==> config.mk <==
export PLATFORM = sky130hd
export DESIGN_NAME = ysyx_25020047_mem_arbiter
export DESIGN_NICKNAME = d
export VERILOG_FILES = /design/src/rtl/ysyx_25020047_mem_arbiter.sv
export SDC_FILE = /design/constraint.sdc
export NUM_CORES = 1
export LEC_CHECK = 0
export BUFFER_PORTS_ARGS = -buffer_cell sky130_fd_sc_hd__buf_2
export CORE_MARGIN = 8
export CORE_UTILIZATION = 43
export CTS_BUF_LIST = sky130_fd_sc_hd__clkbuf_8
export DETAILED_ROUTE_END_ITERATION = 16
export PLACE_DENSITY = 0.83
export SYNTH_ARGS = -nofsm -noshare
export SYNTH_HDL_FRONTEND = slang
export SYNTH_SLANG_ARGS = --single-unit
==> constraint.sdc <==
create_clock -name clk -period 2.59 [get_ports clk]
set_input_delay 0.1295 -clock clk [delete_from_list [all_inputs] [get_ports clk]]
set_output_delay 0.1295 -clock clk [all_outputs]
set_load 0.005 [all_outputs]
==> src/rtl/ysyx_25020047_mem_arbiter.sv <==
// Two-to-one arbiter sharing the data-memory port between IFU (read-only) and LSU.
// One transaction in flight, round-robin on contention, timeout completes stuck transfers.
module ysyx_25020047_mem_arbiter #(
  parameter int unsigned TIMEOUT = 1023
) (
  input  logic        clk,
  input  logic        rst,
  input  logic        ifu_req_valid,
  output logic        ifu_req_ready,
  input  logic [31:0] ifu_addr,
  output logic        ifu_resp_valid,
  output logic [31:0] ifu_rdata,
  input  logic        lsu_req_valid,
  output logic        lsu_req_ready,
  input  logic [31:0] lsu_addr,
  input  logic        lsu_wen,
  input  logic [31:0] lsu_wdata,
  input  logic [3:0]  lsu_wmask,
  output logic        lsu_resp_valid,
  output logic [31:0] lsu_rdata,
  output logic        mem_req_valid,
  input  logic        mem_req_ready,
  output logic [31:0] mem_addr,
  output logic [31:0] mem_wdata,
  output logic        mem_wen,
  output logic [3:0]  mem_wmask,
  input  logic        mem_resp_valid,
  input  logic [31:0] mem_rdata,
  output logic        bus_err
);

  localparam int unsigned CntW = $clog2(TIMEOUT + 1);

  typedef enum logic [1:0] {
    IDLE = 2'd0,
    REQ  = 2'd1,
    RESP = 2'd2
  } state_e;

  state_e          r_state;
  state_e          w_next;
  logic            r_owner;
  logic            r_last_grant;
  logic [31:0]     r_addr;
  logic [31:0]     r_wdata;
  logic            r_wen;
  logic [3:0]      r_wmask;
  logic [CntW-1:0] r_cnt;
  logic            r_bus_err;

  logic            w_grant_lsu;
  logic            w_accept;
  logic            w_timeout;
  logic            w_phase_done;
  logic            w_resp;
  logic [31:0]     w_resp_data;

  // Arbitration and phase decode; LSU wins only when IFU is idle or IFU was served last
  always_comb begin
    w_grant_lsu  = lsu_req_valid & (~ifu_req_valid | ~r_last_grant);
    w_accept     = ~rst & (r_state == IDLE) & (ifu_req_valid | lsu_req_valid);
    w_timeout    = ((r_state == REQ) | (r_state == RESP)) & (r_cnt == CntW'(TIMEOUT));
    w_phase_done = ((r_state == REQ) & mem_req_ready) | ((r_state == RESP) & mem_resp_valid);
  end

  always_ff @(posedge clk or posedge rst) begin
    if (rst) r_state <= IDLE;
    else     r_state <= w_next;
  end

  always_comb begin
    w_next = r_state;
    case (r_state)
      IDLE:    if (w_accept) w_next = REQ;
      REQ: begin
        if (w_timeout)          w_next = IDLE;
        else if (mem_req_ready) w_next = RESP;
      end
      RESP:    if (w_timeout || mem_resp_valid) w_next = IDLE;
      default: w_next = IDLE;
    endcase
  end

  // Request capture, watchdog counter and sticky error
  always_ff @(posedge clk or posedge rst) begin
    if (rst) begin
      r_owner      <= 1'b0;
      r_last_grant <= 1'b1;
      r_addr       <= 32'h0;
      r_wdata      <= 32'h0;
      r_wen        <= 1'b0;
      r_wmask      <= 4'h0;
      r_cnt        <= '0;
      r_bus_err    <= 1'b0;
    end else begin
      if (w_accept) begin
        r_owner      <= w_grant_lsu;
        r_last_grant <= w_grant_lsu;
        r_addr       <= w_grant_lsu ? lsu_addr  : ifu_addr;
        r_wdata      <= w_grant_lsu ? lsu_wdata : 32'h0;
        r_wen        <= w_grant_lsu & lsu_wen;
        r_wmask      <= w_grant_lsu ? lsu_wmask : 4'h0;
      end
      case (r_state)
        REQ, RESP: r_cnt <= (w_timeout || w_phase_done) ? '0 : r_cnt + CntW'(1);
        default:   r_cnt <= '0;
      endcase
      if (w_timeout) r_bus_err <= 1'b1;
    end
  end

  // A timeout masquerades as a zero-data response so the owner never stalls forever
  always_comb begin
    ifu_req_ready  = 1'b0;
    lsu_req_ready  = 1'b0;
    ifu_resp_valid = 1'b0;
    ifu_rdata      = 32'h0;
    lsu_resp_valid = 1'b0;
    lsu_rdata      = 32'h0;
    mem_req_valid  = (r_state == REQ);
    mem_addr       = r_addr;
    mem_wdata      = r_wdata;
    mem_wen        = r_wen;
    mem_wmask      = r_wmask;
    w_resp         = ((r_state == RESP) & mem_resp_valid) | w_timeout;
    w_resp_data    = w_timeout ? 32'h0 : mem_rdata;
    if (w_accept) begin
      ifu_req_ready = ~w_grant_lsu;
      lsu_req_ready = w_grant_lsu;
    end
    if (w_resp) begin
      if (r_owner) begin
        lsu_resp_valid = 1'b1;
        lsu_rdata      = w_resp_data;
      end else begin
        ifu_resp_valid = 1'b1;
        ifu_rdata      = w_resp_data;
      end
    end
  end

  assign bus_err = r_bus_err;

endmodule

==> metrics <==
status complete, no violations; Nets 808; CP arrival 2.35 ns; r2r endpoint mem_addr[9]; post-synthesis sequential area ratio 0.529; Logic pwr share 0.431; Placer Congestion 0.871; Area contributors post-synth dfrtp_1 (52%), a22o_1 (15%), and3_1 (9.6%), a21o_1 (6.6%), clkbuf_1 (2.3%); Peak VDD IR 0.000516 V; Placed Area 5410 sq um; Final Hold Fails 0; Synth cell types 35; Mapped Cells 344; Clk Latency, worst-skew pair 0.34 ns; Global Route Usage Sum 0.219; Mean Syn Cell Area 11.6 sq um; post-place setup slack 0.408 ns; R2R depth 7; Post-Syn Nets 488; Slew HR 0.702; Sw Ratio 0.339; post-route minimum period 2.48 ns; initial antenna violation count 2; # IOs 278; Net Sw Power 1.84 mW; post-synth top area share 0.522; Starting Density 0.437; H-tree depth 3; DRC 0; pwr/cell area 879 nW/um^2; CP Data Required Time 2.46 ns; critical path endpoint category output port; Max Clk Rate 404 MHz; Iter 0 DRT Violations 307; endpoints failing setup 0; Die H 112 um; Yosys top cell by area dfrtp_1; reg2reg start r_state[0]; Syn Std Cell Area 3980 sq um; R2R setup slack 0.49 ns; IO buf count 277; global-route wire length before repair 22,600 um; vias in the first global route 4,463; largest net degree at the start of global routing 85; Min-Delay Endpoint mem_wdata[4]; leakage 3.78 nW; Min-Delay Path Class primary input to flop; CTS tree done; total length of routed wires 14,400 um; clock sink total 84; post-DR wirelength/cell 18.4 um; synth warn 0; Rows 35; Syn-to-layout area delta 55.8%; hpwl dp 10,400 um; critical path launch point type flop; clock share of power 0.165; Die Area 12,600 sq um; final worst slack 0.112 ns; setup_tns 0 ns; internal power 3.60 mW; min-delay src lsu_wdata[4]; CP max FO 33; CTS max path bufs 2; sequential share of power 0.403; die width 112 um; clock root cell clkbuf_8; final design area excluding fillers 6200 sq um; TritonCTS Buffers 9; Worst-path clk slew 0.08 ns; GRT overflow 0; share of the clock period used by the worst path 0.957; Yosys reg bits 84; DR vias/cell 5.35; Layout Skew 0.0150 ns; Max-cap violations 0; Core Region 9110 sq um; via count 4,180; hold path depth 2; antenna viol nets, final 0; Final Slew Violations 0; worst-margin pin slew 0.448 ns; crit path kind flop to output port; layout cells sized above 1 0.475; DR pass1 iterations 5
## layer usage
metal  up-vias  GRT usage  routed length [um]
met5         -          0                   0
li1       1916          -                   -
met4         0      0.111                 448
met1      1993      0.219                5120
met3        36     0.0778                1340
met2       235      0.395                7510
## how the worst max path moves through the flow
stage | endpoint | slack, ns | depth (start not counted) | from
floorplan | bus_err | 0.30 | 1 | rst
global placement | lsu_rdata[0] | 0.50 | 8 | r_state[0]
detailed placement | lsu_rdata[0] | 0.41 | 8 | r_state[0]
CTS | lsu_rdata[0] | 0.02 | 8 | r_state[0]
global route | lsu_rdata[1] | -0.01 | 8 | r_state[0]
finish | lsu_rdata[1] | 0.11 | 8 | r_state[0]
## cell type report
| cell class | count | area (sq um) |
|---|---|---|
| tap | 111 | 139 |
| multi-input combinational | 222 | 1690 |
| clock inverter | 7 | 70.1 |
| sequential | 84 | 2100 |
| inverter | 5 | 20.0 |
| timing repair buffer | 342 | 2050 |
| fill | 675 | 2910 |
| clock buffer | 9 | 124 |
| antenna | 2 | 5.00 |
## worst max-delay path: stages, from the launching register on
cell and delay (ns):
dfrtp_1 0.39, inv_1 0.10, ha_1 0.32, nand2_1 0.06, or4_4 0.50, a21boi_4 0.18, buf_12 0.17, and3_2 0.19
buf_2 0.11
## repair_timing
action                                  4_1_cts  5_1_grt
endpoints found under the setup margin        0       64
setup buffers                                 0        1
hold buffers                                 55        0
endpoints found under the hold margin       137        0
gates resized for setup                       0        7
## cell families (layout without fill, tap and decap cells)
family,Yosys count,in the layout,share of synthesized area
AND/OR/NAND/NOR,96,96,0.145
XOR/XNOR,8,8,0.0176
flip-flops,84,84,0.529
buffers and inverters,38,363,0.0519
other,0,2,0
multiplexers,1,1,0.00283
AO/OA/AOI/OAI,112,112,0.238
adder cells (fa/ha/maj),5,5,0.0157
## sequential cells by signal, summed over array words and instances (netlist names)
register / flops
mem_addr: 32
mem_wdata: 32
r_cnt: 10
mem_wmask: 4
r_state: 2
bus_err: 1
mem_wen: 1
r_last_grant: 1
r_owner: 1
## synthesized netlist by cell type
master	count
dfrtp_1	83
a22o_1	69
and3_1	61
a21o_1	35
clkbuf_1	24
nor2_1	11
buf_6	7
nand2_1	7
ha_1	5
inv_1	5
and3_2	4
xnor2_1	4
xor2_1	4
nand3_1	2
nor2b_1	2
o21ai_0	2
a21boi_4	1
a21oi_1	1
a21oi_4	1
a221oi_2	1
a22oi_1	1
a2bb2oi_1	1
and4_1	1
buf_1	1
buf_8	1
dfstp_2	1
mux2_2	1
nand2_2	1
nand3_2	1
nand4_1	1
nand4_2	1
nor3_1	1
nor3b_1	1
or2b_1	1
or4_4	1
## cell usage in the layout (no fill, tap or decap), types with 2 or more instances in the layout
master,instances
dlygate4sd3_1,55
xor2_1,4
and3_1,60
dfrtp_1,83
ha_1,5
buf_2,277
buf_4,6
clkbuf_8,9
nor2_1,11
diode_2,2
and3_2,5
nand2_1,7
buf_12,3
nand3_1,2
clkinvlp_4,2
clkinv_4,2
xnor2_1,4
nor2b_1,2
a21o_1,35
inv_1,6
a22o_1,69
## power by group through the flow
stage                     logic (mW)  registers (mW)  clock network, mW
final                           2.35            2.20              0.901
after global routing            2.56            2.25              0.974
after CTS                       2.32            2.18              0.935
after detailed placement        2.25            2.19                  0
after global placement          2.17            2.17                  0
after floorplan                 1.20            2.22                  0
## through the flow
| step | instances | power (mW) | hold WS [ns] | utilization |
|---|---|---|---|---|
| floorplan | 344 | 3.42 | 0.246 | - |
| global placement | 708 | 4.34 | 0.266 | 0.594 |
| CTS | 779 | 5.44 | 0.000993 | 0.676 |
| global route | 782 | 5.78 | 0.00114 | 0.681 |
| finish | 782 | 5.45 | 0.0189 | 0.681 |
| detailed placement | 708 | 4.44 | 0.281 | 0.594 |
No activity file was read; power rests on OpenSTA's default activity.
